--- src/rtl/tinyarch_pkg.sv ---
// Purpose: shared types and constants for the tinyarch fetch/decode pair.
// Latency: n/a (types and constants only).
// Backpressure: n/a.
// Contents: jump_mode_e (decoder next-PC request), fetch_state_e (fetch FSM),
//           HALT_INSTR (unary op 7, the program terminator seen by both sides).
package tinyarch_pkg;

    typedef enum logic [1:0] {
        JM_STEP    = 2'd0,
        JM_SKIP_NZ = 2'd1,
        JM_SKIP    = 2'd2,
        JM_JUMP    = 2'd3
    } jump_mode_e;

    typedef enum logic [1:0] {
        IDLE  = 2'd0,
        FETCH = 2'd1,
        EXEC  = 2'd2,
        DONE  = 2'd3
    } fetch_state_e;

    localparam logic [8:0] HALT_INSTR = 9'h1FF;

endpackage

--- src/rtl/instr_fetch_unit_pc_next.sv ---
// Purpose: next-PC selection from the decoder's jump request.
// Latency: combinational, 0 cycles.
// Backpressure: none; pure function of its inputs.
// Ports: pc (current PC), jump_mode (0 step, 1 skip-if-nonzero, 2 skip, 3 jump),
//        cond_nonzero, jmp_hi/jmp_lo (jump target bytes) -> pc_nxt.
module pc_next
    import tinyarch_pkg::*;
#(
    parameter int PC_W = 10
) (
    input  logic [PC_W-1:0] pc,
    input  logic [1:0]      jump_mode,
    input  logic            cond_nonzero,
    input  logic [7:0]      jmp_hi,
    input  logic [7:0]      jmp_lo,
    output logic [PC_W-1:0] pc_nxt
);

    logic [15:0] jmp_target;

    assign jmp_target = {jmp_hi, jmp_lo};

    // All arithmetic is PC_W wide, so wrap modulo 2**PC_W comes for free.
    always_comb begin
        pc_nxt = pc + PC_W'(1);
        case (jump_mode_e'(jump_mode))
            JM_STEP:    pc_nxt = pc + PC_W'(1);
            JM_SKIP_NZ: pc_nxt = cond_nonzero ? pc + PC_W'(2) : pc + PC_W'(1);
            JM_SKIP:    pc_nxt = pc + PC_W'(2);
            JM_JUMP:    pc_nxt = PC_W'(jmp_target);  // upper target bits dropped
            default:    pc_nxt = pc + PC_W'(1);
        endcase
    end

endmodule

--- src/rtl/instr_fetch_unit.sv ---
// Purpose: owns the PC, reads the instruction ROM and presents one instruction per slot.
// Latency: 2 cycles per instruction (FETCH then EXEC); first instr_valid 2 cycles after start.
// Backpressure: none; the decoder must consume every EXEC slot, start only honoured in IDLE/DONE.
// Ports: clk/rst_n; start/done handshake; finished to decoder; imem_addr/imem_data to the
//        1-cycle synchronous ROM; instr/instr_valid to decoder; jump_mode, cond_nonzero,
//        jmp_hi/jmp_lo from decoder; pc and retired_cnt status.
module instr_fetch_unit #(
    parameter int                 PC_W       = 10,
    parameter int                 INSTR_W    = 9,
    parameter logic [PC_W-1:0]    START_ADDR = '0,
    parameter logic [INSTR_W-1:0] HALT_INSTR = tinyarch_pkg::HALT_INSTR,
    parameter int                 CNT_W      = 16
) (
    input  logic               clk,
    input  logic               rst_n,
    input  logic               start,
    output logic               done,
    output logic               finished,
    output logic [PC_W-1:0]    imem_addr,
    input  logic [INSTR_W-1:0] imem_data,
    output logic [INSTR_W-1:0] instr,
    output logic               instr_valid,
    input  logic [1:0]         jump_mode,
    input  logic               cond_nonzero,
    input  logic [7:0]         jmp_hi,
    input  logic [7:0]         jmp_lo,
    output logic [PC_W-1:0]    pc,
    output logic [CNT_W-1:0]   retired_cnt
);

    import tinyarch_pkg::*;

    fetch_state_e    state;
    logic [PC_W-1:0] pc_nxt;
    logic            is_halt;

    // ROM address tracks pc directly; the read issued in FETCH lands in EXEC.
    assign imem_addr   = pc;
    assign instr       = imem_data;
    assign instr_valid = (state == EXEC);
    assign is_halt     = (instr == HALT_INSTR);
    assign done        = (state == DONE);
    // Raised already in the halting EXEC slot so the decoder can block its memory write.
    assign finished    = (state == DONE) || ((state == EXEC) && is_halt);

    pc_next #(
        .PC_W(PC_W)
    ) u_pc_next (
        .pc           (pc),
        .jump_mode    (jump_mode),
        .cond_nonzero (cond_nonzero),
        .jmp_hi       (jmp_hi),
        .jmp_lo       (jmp_lo),
        .pc_nxt       (pc_nxt)
    );

    always_ff @(posedge clk or negedge rst_n) begin
        if (!rst_n) begin
            state       <= IDLE;
            pc          <= START_ADDR;
            retired_cnt <= '0;
        end else begin
            case (state)
                IDLE, DONE: begin
                    if (start) begin
                        pc          <= START_ADDR;
                        retired_cnt <= '0;
                        state       <= FETCH;
                    end
                end
                FETCH: begin
                    state <= EXEC;
                end
                EXEC: begin
                    if (retired_cnt != {CNT_W{1'b1}}) begin
                        retired_cnt <= retired_cnt + CNT_W'(1);
                    end
                    // Halt wins over any jump request; pc stays on the halt word.
                    if (is_halt) begin
                        state <= DONE;
                    end else begin
                        pc    <= pc_nxt;
                        state <= FETCH;
                    end
                end
                default: begin
                    state <= IDLE;
                end
            endcase
        end
    end

endmodule

--- config.mk ---
export PLATFORM = sky130hd
export DESIGN_NAME = instr_fetch_unit
export DESIGN_NICKNAME = d
export VERILOG_FILES = /design/src/rtl/tinyarch_pkg.sv /design/src/rtl/instr_fetch_unit_pc_next.sv /design/src/rtl/instr_fetch_unit.sv
export SDC_FILE = /design/constraint.sdc
export NUM_CORES = 1
export LEC_CHECK = 0
export ABC_AREA = 1
export BUFFER_PORTS_ARGS = -buffer_cell sky130_fd_sc_hd__buf_2
export CAP_MARGIN = 20
export CORE_ASPECT_RATIO = 0.7
export CORE_UTILIZATION = 55
export CTS_BUF_LIST = sky130_fd_sc_hd__clkbuf_4
export DETAILED_ROUTE_END_ITERATION = 8
export PLACE_DENSITY = 0.91
export SYNTH_ARGS = -nofsm -noshare
export SYNTH_HDL_FRONTEND = slang
export SYNTH_SLANG_ARGS = --single-unit
--- constraint.sdc ---
create_clock -name clk -period 3.65 [get_ports clk]
set_input_delay 0.365 -clock clk [delete_from_list [all_inputs] [get_ports clk]]
set_output_delay 0.365 -clock clk [all_outputs]
set_load 0.01 [all_outputs]
==> results of run 1 <==
[cell usage after synthesis (2+ instances only)]
| master | n |
|---|---|
| inv_2 | 2 |
| or2_2 | 3 |
| nor2_1 | 33 |
| o21ai_0 | 13 |
| o21bai_1 | 2 |
| nand3_1 | 32 |
| inv_1 | 34 |
| ha_1 | 6 |
| a21oi_1 | 7 |
| nand4_1 | 5 |
| o21ai_1 | 11 |
| xor2_1 | 7 |
| buf_4 | 19 |
| dfrtp_1 | 28 |
| nand2_1 | 122 |
| buf_6 | 2 |
[how the worst min path moves through the flow]
| stage | from | endpoint | slack, ns | cells after the start |
|---|---|---|---|---|
| 6_report | rst_n | retired_cnt[8]$_DFFE_PN0P_ | 0.006 | 1 |
| 5_1_grt | rst_n | retired_cnt[0]$_DFFE_PN0P_ | 0.03 | 1 |
| 4_1_cts | rst_n | retired_cnt[5]$_DFFE_PN0P_ | 0.03 | 1 |
| 3_5_place_dp | rst_n | retired_cnt[13]$_DFFE_PN0P_ | 0.42 | 1 |
| 3_3_place_gp | rst_n | retired_cnt[11]$_DFFE_PN0P_ | 0.43 | 1 |
| 2_1_floorplan | rst_n | imem_addr[0]$_DFFE_PN0P_ | 0.07 | 0 |
[placed cells by master, fill, tap and decap left out, drive strengths merged, types with 5 or more instances in the layout]
master,Yosys,layout
inv,36,36
a21oi,8,8
xor2,7,7
nand4,5,5
nand3,33,33
dfrtp,28,28
ha,6,6
nor2,35,35
nand2,123,123
buf,21,73
o21ai,25,25
[power groups by stage]
stage          Combinational, mW  Sequential [mW]  Clock, mW
3_3_place_gp               0.532            0.407          0
6_report                   0.552            0.405      0.210
3_5_place_dp               0.540            0.411          0
5_1_grt                    0.619            0.413      0.227
4_1_cts                    0.543            0.404      0.213
2_1_floorplan              0.441            0.409          0
[metrics by stage]
stage	setup slack (ns)	total power [mW]	instance area (sq um)
after global placement	1.62	0.939	2480
after global routing	1.29	1.26	2530
final	1.43	1.17	2530
after CTS	1.43	1.16	2530
after detailed placement	1.59	0.951	2480
after floorplan	1.92	0.850	2220
[per-layer routing]
| layer | wire, microns | share of wire (%) | track usage (%) |
|---|---|---|---|
| met5 | 0 | 0 | 0 |
| met4 | 92 | 1.7 | 10.7 |
| met3 | 582 | 11 | 6.56 |
| met2 | 2410 | 44 | 43.7 |
| met1 | 2430 | 44 | 36.4 |
[area by class of cell]
type / instances / area, sq um
sequential: 28 / 701
fill: 321 / 1160
tap: 50 / 62.6
inverter: 37 / 139
multi-input combinational: 253 / 1210
clock inverter: 1 / 30.0
timing repair buffer: 73 / 368
clock buffer: 3 / 22.5
[cells by family (layout without fill, tap and decap cells)]
group           count (synthesis)  in the layout  synth area share [%]
simple gates                  201            201                  37.8
buf+inv                        59            114                  13.9
compound gates                 38             38                  10.1
flops                          28             28                  31.6
xor+xnor                        8              8                  3.16
fa+ha+maj                       6              6                  3.39
[worst max-delay path, stage by stage, from the launching register on]
cell     delay, ns
dfrtp_1       0.45
inv_1         0.07
ha_1          0.18
buf_4         0.23
nand2_1       0.07
nor2_1        0.12
nand3_1       0.17
nand2_1       0.09
buf_2         0.12
[flip-flops by register name, summed over array words and instances, names as in the netlist]
name / flops
retired_cnt: 16
state: 2
imem_addr: 10
==> flow_summary.yaml, run 1 <==
place:
  place.gp.congestion: 0.862
  place_inst: 441
  io_buffers: 72
  dp_hpwl_mm: 4.12
clock_network:
  tritoncts: "done"
  postCtsHoldBufs: 0
  cts.clk_slew.worst_paths_ns: 0.17
  cts_setup_buffers: 0
  postCtsResizedCells: 0
  clk_path_buf_depth: 2
  h-tree-depth: 1
  cts.sinks: 28
  clk-insertion-delay-late_ns: 0.35
  cts-root-buf: "clkbuf_4"
  cts_made_buffers: 3
die:
  core_area_sq_mm: 0.00369
  fp.dieW_microns: 77.9
  die_area_sq_mm: 0.00429
  rows: 18
  die_h_microns: 55.1
  io-pin-count: 79
  start_util_pct: 60.0
finish:
  utilization_pct: 68.5
  area_growth_pct: 14.2
  drive_above_1_share_pct: 22.3
  layout.nets: 433
  fin_cells: 445
  antenna_cells: 0
worst_setup_path:
  cp.arrival_ns: 1.85
  cp_max_fo: 15
  reg2reg_depth: 8
  r2r_setup_slack_ns: 1.48
  critical_path.startpoint: "state[0]$_DFFE_PN0P_"
  timing.rr.end: "retired_cnt[0]$_DFFE_PN0P_"
  cp-start-kind: "flip-flop"
  r2r_start: "retired_cnt[0]$_DFFE_PN0P_"
  critPathKind: "reg2out"
  cp-endpoint: "finished"
  cp-end-kind: "output port"
  crit_required_ns: 3.28
synth:
  synth_async_sr_flop_share_pct: 100
  seq_area_frac_synth_pct: 31.6
  synth_edf_count: 0
  synth_area_leaders: "dfrtp_1, nand2_1, nand3_1"
  syn_avg_cell_area_sq_um: 6.52
  ys_ff_latch: 28
  yosys_warnings: 0
  synth_top_area_cell: "dfrtp_1"
  synth_fp_nets: 377
  synthFlopType: "dfrtp_1"
  yosys.cell_types.count: 30
  synth_top_area_share_pct: 31.6
  netlist_area_sq_mm: 0.00222
  syn_inst: 340
route:
  routed_wl_mm: 5.52
  drcViolationCount: 0
  first_pass_iters: 5
  viasPerCell: 5.33
  ant_nets: 0
  first_iter_violations: 234
  vias: 2370
  wl_per_cell_microns: 12.4
power_and_ir_drop:
  vdd_ir_drop_max_mv: 0.293
  pwr-share-seq_pct: 34.7
  pwr-share-clk_pct: 18.0
  power_density_mw_per_mm2: 461
  comb_power_share_pct: 47.3
  p_leak_nw: 1.39
  p_switching_mw: 0.539
  power.internal_mw: 0.627
  p_sw_share_pct: 46.2
global_route:
  grt_first_pass_wirelength_mm: 8.94
  grt_pass1_vias: 2002
  grtUsageTotal_pct: 27.3
  antenna_found_initial: 0
  grt-ovfl-total: 0
  grt_max_degree: 29
sta:
  hold_violations: 0
  relSlewSlack_pct: 58.6
  fin_skew_ns: 0.0187
  finalCritPeriodShare_pct: 60.8
  fmax_mhz: 450
  worstMarginPinSlew_ns: 0.622
  drv_slew: 0
  hold_ws_ns: 0.00637
  period_minus_slack_ns: 2.22
  setup_viol: 0
  rsz0062_at_grt: "no"
  fin_tns_setup_ns: 0
job:
  cap_violations: 0
hold_path:
  hold_path_class: "in2async"
status:
  status: "completed"
No activity file was read; power rests on OpenSTA's default activity.
==> run 2: changes to the inputs <==
--- a/config.mk
+++ b/config.mk
@@ -9,10 +9,10 @@
 export BUFFER_PORTS_ARGS = -buffer_cell sky130_fd_sc_hd__buf_2
 export CAP_MARGIN = 20
 export CORE_ASPECT_RATIO = 0.7
-export CORE_UTILIZATION = 55
+export CORE_UTILIZATION = 52
 export CTS_BUF_LIST = sky130_fd_sc_hd__clkbuf_4
 export DETAILED_ROUTE_END_ITERATION = 8
-export PLACE_DENSITY = 0.91
+export PLACE_DENSITY = 0.87
 export SYNTH_ARGS = -nofsm -noshare
 export SYNTH_HDL_FRONTEND = slang
 export SYNTH_SLANG_ARGS = --single-unit
==> constraint.sdc (replaced) <==
create_clock -name clk -period 2.1 [get_ports clk]
set_input_delay 0.21 -clock clk [delete_from_list [all_inputs] [get_ports clk]]
set_output_delay 0.21 -clock clk [all_outputs]
set_load 0.01 [all_outputs]
==> flow_summary.yaml, run 2 (synthesis results as in run 1) <==
route:
  wl_per_cell_microns: 11.6
  drcViolationCount: 0
  first_pass_iters: 5
  routed_wl_mm: 5.21
  first_iter_violations: 168
  viasPerCell: 5.13
  vias: 2315
  ant_nets: 0
worst_setup_path:
  cp_max_fo: 4
  crit_required_ns: 1.89
  r2r_start: "state[0]$_DFFE_PN0P_"
  path_common_cell: "nand2_1"
  critical_path.cell_chain: "inv_1 > ha_1 > nand2_1 > nor2_1 > nand3_1 > nand2_1 > buf_2"
  cpMaxStageDelayCell: "dfrtp_1"
  reg2reg_depth: 9
  critPathKind: "reg2out"
  cp-end-kind: "output port"
  timing.rr.end: "imem_addr[1]$_DFFE_PN0P_"
  critical_path.startpoint: "state[0]$_DFFE_PN0P_"
  cp.arrival_ns: 1.71
  slowest_delay_ns: 0.45
  r2r_setup_slack_ns: 0.18
  cp-start-kind: "flip-flop"
hold_path:
  worstHoldPathCells: 5
  hold_end: "imem_addr[9]$_DFFE_PN0P_"
  hold_start: "jmp_hi[1]"
  hold_path_class: "in2reg"
die:
  die_h_microns: 56.6
  start_util_pct: 55.5
  rows: 19
  die_area_sq_mm: 0.00453
  io-pin-count: 79
  core_area_sq_mm: 0.00399
  fp.dieW_microns: 80.0
global_route:
  grt_max_degree: 29
  grtUsageTotal_pct: 24.3
  antenna_found_initial: 0
  grt-ovfl-total: 0
  grt_pass1_vias: 1860
  grt_first_pass_wirelength_mm: 8.59
sta:
  finalCritPeriodShare_pct: 91.6
  period_minus_slack_ns: 1.92
  fmax_mhz: 520
  drv_slew: 0
  fin_skew_ns: 0.0145
  setup_viol: 0
  rsz0062_at_grt: "no"
  hold_ws_ns: 0.173
  worstMarginPinSlew_ns: 0.616
  hold_violations: 0
  fin_tns_setup_ns: 0
  relSlewSlack_pct: 58.9
power_and_ir_drop:
  vdd_ir_drop_max_mv: 0.554
  power_density_mw_per_mm2: 806
  p_leak_nw: 1.41
clock_network:
  cts.clk_slew.worst_paths_ns: 0.16
  cts_setup_buffers: 0
  cts.sinks: 28
  cts-root-buf: "clkbuf_4"
  clk-insertion-delay-late_ns: 0.34
  cts_made_buffers: 3
  tritoncts: "done"
  clk_path_buf_depth: 2
  h-tree-depth: 1
status:
  status: "completed"
job:
  cap_violations: 0
finish:
  area_growth_pct: 16.0
  layout.nets: 437
  drive_above_1_share_pct: 22.8
  antenna_cells: 0
  layout_commonest_cell: "nand2_1"
  top_register: "retired_cnt"
  largest_reg_flops: 16
  mostFrequentLayoutCells: "nand2_1, buf_2, inv_1, nor2_1, nand3_1"
  num-fill-cells: 364
place:
  place.gp.congestion: 0.927
  io_buffers: 72
  dp_hpwl_mm: 4.13
-- run 2: layout make-up --
class / count / area (sq um) / share of cell area (%)
Multi-Input combinational cell: 253 / 1210 / 47.2
Sequential cell: 28 / 701 / 27.3
Timing Repair Buffer: 77 / 400 / 15.6
Inverter: 37 / 139 / 5.40
Tap cell: 52 / 65.1 / 2.53
Clock inverter: 1 / 30.0 / 1.17
Clock buffer: 3 / 22.5 / 0.876
-- run 2: how the worst max path moves through the flow --
stage                                       endpoint  slack, ns  depth (start not counted)
after floorplan           retired_cnt[1]$_DFFE_PN0P_       0.37                          8
after global placement      imem_addr[2]$_DFFE_PN0P_       0.26                          9
after detailed placement    imem_addr[1]$_DFFE_PN0P_       0.19                          9
after CTS                   imem_addr[1]$_DFFE_PN0P_       0.14                          9
after global routing        imem_addr[2]$_DFFE_PN0P_       0.04                          9
final                                       finished       0.18                          7
-- run 2: layer usage --
metal	global-route usage, %	routed length, microns
met5	0	0
met4	4.59	23
met3	3.74	347
met2	35.3	2260
met1	38.0	2580
-- run 2: worst max-delay path: cells and delay by family (launching register included) --
family / cells / cell delay, ns
adders and majority gates: 1 / 0.24
buffers and inverters: 2 / 0.21
DFF: 1 / 0.45
and+or+nand+nor: 4 / 0.48
-- run 2: what timing repair did --
item                       in CTS  in global routing
setup endpoints to repair       0                  2
hold endpoints to repair       28                  0
hold buffers                    1                  0
gates resized for setup         0                  1
-- run 2: where the power goes --
part	internal, mW	leakage [nW]	switching [mW]
Clock	0.193	0.0279	0.163
Combinational	0.348	0.992	0.663
Sequential	0.603	0.386	0.102
-- run 2: metrics by stage --
stage / power, mW / util (%) / cells / worst slack (ns) / area, sq um
3_5_place_dp: 1.70 / 62.7 / 446 / 0.185 / 2500
2_1_floorplan: 1.48 / - / 340 / 0.374 / 2220
4_1_cts: 2.07 / 64.2 / 451 / 0.137 / 2560
6_report: 2.07 / 64.3 / 451 / 0.177 / 2570
5_1_grt: 2.24 / 64.3 / 451 / 0.0385 / 2570
3_3_place_gp: 1.67 / 62.7 / 446 / 0.258 / 2500
